$ cat config.mk
export PLATFORM = sky130hd
export DESIGN_NAME = router_fsm
export DESIGN_NICKNAME = d
export VERILOG_FILES = /design/src/rtl/router_fsm.sv
export SDC_FILE = /design/constraint.sdc
export NUM_CORES = 1
export LEC_CHECK = 0
export ABC_AREA = 1
export BUFFER_PORTS_ARGS = -buffer_cell sky130_fd_sc_hd__buf_2
export CAP_MARGIN = 20
export CORE_AREA = 2 2 39 41
export DETAILED_ROUTE_END_ITERATION = 8
export DIE_AREA = 0 0 41 43
export GPL_TIMING_DRIVEN = 0
export HOLD_SLACK_MARGIN = 0.06
export PLACE_DENSITY_LB_ADDON = 0.2
export SETUP_SLACK_MARGIN = 0.15
export SYNTH_ARGS = -nofsm -noshare
export SYNTH_HDL_FRONTEND = slang
export SYNTH_SLANG_ARGS = --single-unit
$ cat constraint.sdc
create_clock -name clk -period 1.2 [get_ports clk]
set_input_delay 0.12 -clock clk [delete_from_list [all_inputs] [get_ports clk]]
set_output_delay 0.12 -clock clk [all_outputs]
set_load 0.02 [all_outputs]
$ cat src/rtl/router_fsm.sv
// rtl/router_fsm.sv - packet router control FSM: address decode, FIFO load, full stall, parity check
module router_fsm #(
    parameter logic [1:0] INVALID_ADDR = 2'b11
) (
    input  logic       clk,
    input  logic       rst,
    input  logic       pkt_valid,
    input  logic [1:0] din,
    input  logic       fifo_full,
    input  logic       empty_0,
    input  logic       empty_1,
    input  logic       empty_2,
    input  logic       soft_reset_0,
    input  logic       soft_reset_1,
    input  logic       soft_reset_2,
    input  logic       parity_done,
    input  logic       low_pkt_valid,
    output logic       detect_addr,
    output logic       lfd_state,
    output logic       ld_state,
    output logic       laf_state,
    output logic       full_state,
    output logic       write_enb_reg,
    output logic       rst_int_reg,
    output logic       busy
);

    typedef enum logic [2:0] {
        DECODE_ADDRESS     = 3'd0,
        LOAD_FIRST_DATA    = 3'd1,
        LOAD_DATA          = 3'd2,
        LOAD_PARITY        = 3'd3,
        FIFO_FULL_STATE    = 3'd4,
        LOAD_AFTER_FULL    = 3'd5,
        WAIT_TILL_EMPTY    = 3'd6,
        CHECK_PARITY_ERROR = 3'd7
    } state_t;

    state_t     state_q, state_d;
    logic [1:0] addr_q, addr_d;

    logic din_ok;
    logic din_empty;
    logic addr_empty;
    logic addr_soft;

    // Only ports 0..2 exist; address 3 never routes even if INVALID_ADDR is overridden.
    assign din_ok = pkt_valid && (din != INVALID_ADDR) && (din != 2'd3);

    always_comb begin
        din_empty  = 1'b0;
        addr_empty = 1'b0;
        addr_soft  = 1'b0;
        case (din)
            2'd0:    din_empty = empty_0;
            2'd1:    din_empty = empty_1;
            2'd2:    din_empty = empty_2;
            default: din_empty = 1'b0;
        endcase
        case (addr_q)
            2'd0:    begin addr_empty = empty_0; addr_soft = soft_reset_0; end
            2'd1:    begin addr_empty = empty_1; addr_soft = soft_reset_1; end
            2'd2:    begin addr_empty = empty_2; addr_soft = soft_reset_2; end
            default: begin addr_empty = 1'b0;    addr_soft = 1'b0;         end
        endcase
    end

    always_comb begin
        state_d = state_q;
        addr_d  = addr_q;
        if (state_q == DECODE_ADDRESS && pkt_valid && din != INVALID_ADDR) begin
            addr_d = din;
        end
        // A timeout on the selected port abandons the packet from any active state.
        if (state_q != DECODE_ADDRESS && addr_soft) begin
            state_d = DECODE_ADDRESS;
        end else begin
            case (state_q)
                DECODE_ADDRESS: begin
                    if (din_ok) state_d = din_empty ? LOAD_FIRST_DATA : WAIT_TILL_EMPTY;
                end
                WAIT_TILL_EMPTY: begin
                    if (addr_empty) state_d = LOAD_FIRST_DATA;
                end
                LOAD_FIRST_DATA: state_d = LOAD_DATA;
                LOAD_DATA: begin
                    if (fifo_full)       state_d = FIFO_FULL_STATE;
                    else if (!pkt_valid) state_d = LOAD_PARITY;
                end
                FIFO_FULL_STATE: begin
                    if (!fifo_full) state_d = LOAD_AFTER_FULL;
                end
                LOAD_AFTER_FULL: begin
                    if (parity_done)        state_d = DECODE_ADDRESS;
                    else if (low_pkt_valid) state_d = LOAD_PARITY;
                    else                    state_d = LOAD_DATA;
                end
                LOAD_PARITY: state_d = CHECK_PARITY_ERROR;
                CHECK_PARITY_ERROR: state_d = fifo_full ? FIFO_FULL_STATE : DECODE_ADDRESS;
                default: state_d = DECODE_ADDRESS;
            endcase
        end
    end

    always_ff @(posedge clk) begin
        if (rst) begin
            state_q <= DECODE_ADDRESS;
            addr_q  <= 2'b00;
        end else begin
            state_q <= state_d;
            addr_q  <= addr_d;
        end
    end

    assign detect_addr   = (state_q == DECODE_ADDRESS);
    assign lfd_state     = (state_q == LOAD_FIRST_DATA);
    assign ld_state      = (state_q == LOAD_DATA);
    assign laf_state     = (state_q == LOAD_AFTER_FULL);
    assign full_state    = (state_q == FIFO_FULL_STATE);
    assign write_enb_reg = (state_q == LOAD_DATA) || (state_q == LOAD_PARITY)
                        || (state_q == LOAD_AFTER_FULL);
    assign rst_int_reg   = (state_q == CHECK_PARITY_ERROR);
    assign busy          = (state_q != DECODE_ADDRESS) && (state_q != LOAD_DATA);

endmodule
Word-level counts from Yosys, hierarchy flattened
Cells that the tools add are included.

cells by class
  equality and inequality tests = 17
  multiplexer cells = 13
  reduce and logical (&&, ||, !) cells = 14

operator list
  cell                                                              count
  3-bit one-hot mux with 8 select lines                             1
  3-bit 2-to-1 mux                                                  7
  3-bit == test (second input constant)                             4
  1-bit one-hot mux with 3 select lines                             3
  3-bit by 2-bit == test with 1-bit output (second input constant)  2
  1-bit logical AND                                                 6
  2-bit != test (second input constant)                             3
  2-bit by 1-bit == test with 1-bit output (second input constant)  2
  2-bit == test (second input constant)                             2
  2-bit logical NOT                                                 2
  4-bit AND reduction                                               1
  3-bit by 1-bit == test with 1-bit output (second input constant)  1
  3-bit logical NOT                                                 1
  3-bit by 2-bit != test with 1-bit output (second input constant)  1
  3-bit != test (second input constant)                             1
  3-bit nonzero test                                                1
  1-bit logical OR                                                  2
  2-bit 2-to-1 mux                                                  1
  2-bit by 1-bit != test with 1-bit output (second input constant)  1
  2-bit OR reduction                                                1
  1-bit 2-to-1 mux                                                  1

storage, ports and cells
  register bits = 5
  output and inout port bits = 8
  logic and storage cells = 46

Depth between registers and ports, before layout
  depth after elaboration = 5
  depth in mapped cells = 10
  gate-level depth less buffers = 9

Worst setup path before layout
No wires, ideal clock.

  path type = register to register
  from = register state_q[2]
  to = register state_q[2]
  library setup time = 120 ps
  data arrival time = 1109 ps
  data required time = 1080 ps
  slack = -30 ps
  cell stages (with the launch flop) = 9
  buffers on the path = 1
  cell sequence = dfxtp_1 -> buf_4 -> inv_2 -> nand2_2 -> nor2_2 -> nand2_1 -> and2_1 -> nand3_1 -> a21oi_1

on the way
  cells in the longest elaborated chain, start to end = 3
  elaborated cells between the ends (all ways) = 17
  those cells by class = eq/ne: 11; mux: 1; reduce/logical: 5

ends and longest elaborated chain
  what                                        line  RTL
  from (decl)                                 39    state_t state_q, state_d;
  from (signal assigned)                      110   state_q <= state_d;
  3-bit by 2-bit == test with 1-bit output *  -
  via ld_state                                20    output logic ld_state,
  3-bit != test (no source line)              -
  4-bit AND reduction (no source line)        -

The timed path passes the listed nets; every way through them passes the cells marked *.
A chain may end at the register's enable or synchronous reset.

Final worst setup path
  from = register state_q[1]
  to = output full_state

on the way
  cells in the longest elaborated chain, start to end = 1

ends and longest elaborated chain
  what           line  RTL
  3-bit == test  119   assign full_state = (state_q == FIFO_FULL_STATE);
  to (decl)      22    output logic full_state,

No other way between the ends.

==> results by stage <==
Die:
- The number of top-level pins is 22.
- The chip width is between 40 and 50 µm.
- Once the floorplan was initialized, standard cells occupied a little over a third of the core.
- The floorplan step set the die height to between 40 and 50 µm.
- The die footprint is 0.00176 mm².
- The placement row count is 14.
- The core box area is between 0.001 and 0.0015 mm².

Finish:
- Cells with a size suffix above 1 make up a little under half of the layout.
- The number of antenna diodes in the final layout is 0.
- The net count of the finished layout is 134.
- The finished cells cover about 860 µm².
- Relative to the synthesized area, the layout overhead comes to 76.2%.
- Counting the fill cells in the layout gives approximately 130.
- The final design utilization is slightly above 60%.

Setup path:
- Measured in cells, the most critical reg-to-reg path has a length of 8.
- The required time at the endpoint of the critical path is roughly 1100 ps.
- STA classifies the critical path endpoint as an output pin.
- The top fanout value on the critical path is 5.
- The worst setup path is launched from a flip-flop.
- The critical path is of the flip-flop to output pin type.
- At the worst endpoint, the arrival time is about 1100 ps.

STA:
- The worst hold-check slack is ~180 ps.
- Setup repair after global routing could not meet its margin everywhere.
- The clock period could shrink to 1170 ps.
- Static timing analysis puts the maximum clock frequency at between 800 and 900 MHz.
- On the final layout, the worst clock skew is 3.01 ps.
- The count of endpoints failing setup in the final report is 0.
- The total negative slack is 0 ps.
- The max-slew headroom at the worst pin is 89.0%.
- The final period utilization is 97.2%.
- The count of endpoints failing hold in the final timing report was 0.
- For the pin with the worst max-slew slack, the measured transition is between 150 and 200 ps.
- The max-slew violation total from the final report is 0.

Synthesis:
- During synthesis, Yosys emitted a total of 0 warnings.
- The register area share after synthesis is about 21%.
- The number of nets in the synthesized netlist is 103.
- The number of flip-flops and latches in the synthesized netlist is 5.
- In this run the mean area of a mapped cell was between 5 and 6 µm².
- The synthesized design spends more area on one cell type than any other, namely nand3_1.
- The most common flop cell mapped by yosys is dfxtp_1.
- After synthesis, the most frequently instantiated cells are nand2_1, nand3_1, inv_1, nor2_2, nor2_1.
- By area the synthesized netlist is led by nand3_1, dfxtp_1, nand2_1.
- Summed over its instances, the top area cell type makes up between 20% and 30% of the synthesized netlist area.
- Synthesis instantiated 14 different standard cells from the library.
- The proportion of register bits with asynchronous set or reset after synthesis is 0%.
- Yosys mapped a number of flops with a built-in enable equal to 0.
- After synthesis the cells add up to just under 500 µm².
- The synthesized netlist cell count is 89.

GRT:
- Global routing consumed, over all layers together, 19.2% of the routing resources.
- The number of antenna violations at the first check in global routing is 0.
- The global-route wire length before repair is approximately 2.3 mm.
- The number of global-route vias before repair is around 620.
- After global routing the overflow that remains totals 0.
- Entering global routing, the biggest net connects 7 pins.

Clock tree:
- The clock sink total is 5.
- The root buffer cell is clkbuf_4.
- Hold repair after CTS inserted 0 buffers.
- The clock passes through at most 2 buffers.
- The clock latency at the later pin of the worst-skew pair is approximately 240 ps.
- The clock tree from TritonCTS is yes.
- The number of CTS-inserted buffers is 3.
- After clock tree synthesis, the clock-pin slew on the worst setup and hold paths is 40 ps.
- In this run the number of H-tree levels came out at 1.

Route:
- The detailed router finished its first iteration with 15 violations.
- The via count of the routed design is roughly 650.
- The number of routed nets with antenna violations is 0.
- The final layout contains routed wiring with a total length of about 1.5 mm.
- The detailed-routing iteration count for the pre-antenna-repair pass is 4.
- Dividing the detail-routed wire length by the instance count gives about 11 µm.
- The detail-routed via count per cell is 4.84.
- The post-detailed-route DRC marker count is 0.

Placed design:
- The global placer's final weighted congestion is 0.899.
- The post-detailed-placement half-perimeter wirelength is roughly 1.0 mm.
- Input and output buffers added on the ports amount to 21.
- Summing all placed instances gives a cell area of around 640 µm².

Pwr:
- The maximum ir drop on the vdd rail is 1.10 mV.
- The power density over cell area is between 2000 and 2500 mW/mm².
- The cell leakage power is between 0.4 and 0.5 nW.

Run status:
- The run finished with clean final reports.

Hold path:
- The tightest min-delay check is of the input port to flip-flop type.
- Along the worst hold path, the cell count comes to 4.

Run:
- Across the run, the number of max-cap violations was 0.
[sequential cells by signal (all words and copies together), names as in the netlist]
signal	cells
state_q	3
addr_q	2
[metrics by stage]
stage / cells / power, mW / worst slack, ps
2_1_floorplan: 89 / 1.15 / 69.5
3_3_place_gp: 126 / 1.39 / 59.1
3_5_place_dp: 126 / 1.40 / 44.1
4_1_cts: 134 / 1.96 / 29.3
5_1_grt: 135 / 2.32 / -32.0
6_report: 135 / 2.13 / 33.3
[cell type report]
type / instances / area [µm²] / share of cell area (%)
multi-input combinational: 70 / 407 / 47.3
timing repair buffer: 26 / 221 / 25.8
sequential: 5 / 109 / 12.7
inverter: 13 / 61.3 / 7.13
clock buffer: 4 / 26.3 / 3.06
tap: 16 / 20.0 / 2.33
buffer: 1 / 15.0 / 1.75
[final timing paths]
path                           startpoint  slack (ps)                 endpoint
setup / recovery  state_q[1]$_SDFFE_PP0P_          30               full_state
hold / removal                        rst         180  state_q[2]$_SDFFE_PP0P_
setup reg to reg  state_q[2]$_SDFFE_PP0P_          60  state_q[0]$_SDFFE_PP0P_
hold reg to reg    addr_q[1]$_SDFFE_PP0P_         570   addr_q[1]$_SDFFE_PP0P_
[cell usage in the layout, fill, tap and decap left out, types with 3 or more instances in the layout]
cell,n
inv_1,9
clkbuf_4,3
nand2_4,3
nor2_4,6
a21oi_1,4
nor2_2,4
buf_2,13
nand2_1,18
buf_6,9
nand3_1,19
nor2_1,5
[logic make-up after synthesis]
logic type | count (synthesis) | share of synthesized area, %
and+or+nand+nor | 62 | 59.7
buffers and inverters | 14 | 11.5
AOI/OAI and AO/OA | 8 | 8.20
DFF | 5 | 20.5
[critical path: stages (launching register included)]
cell and delay (ps):
dfxtp_4 380, nor2_4 150, nand2_1 80, inv_1 80, buf_6 120
[layer usage]
metal	share of wire, %	global-route usage, %	vias up
met2	56	35.0	23
met4	0	2.00	0
li1	-	-	347
met5	0	0	-
met1	38	20.7	283
met3	5.9	6.28	0
[repair_timing]
item | 4_1_cts | 5_1_grt
buffers inserted | 4 | 1
gates resized for setup | 27 | 13
endpoints found under the setup margin | 13 | 13
hold endpoints to repair | 0 | 0
pin swaps | 14 | 4
[power by group]
group | total (mW) | switching, mW | internal (mW)
clock | 0.194 | 0.0688 | 0.126
sequential | 0.390 | 0.140 | 0.250
combinational | 1.55 | 0.832 | 0.717
Note: power is estimated with default switching activity, not from simulation.
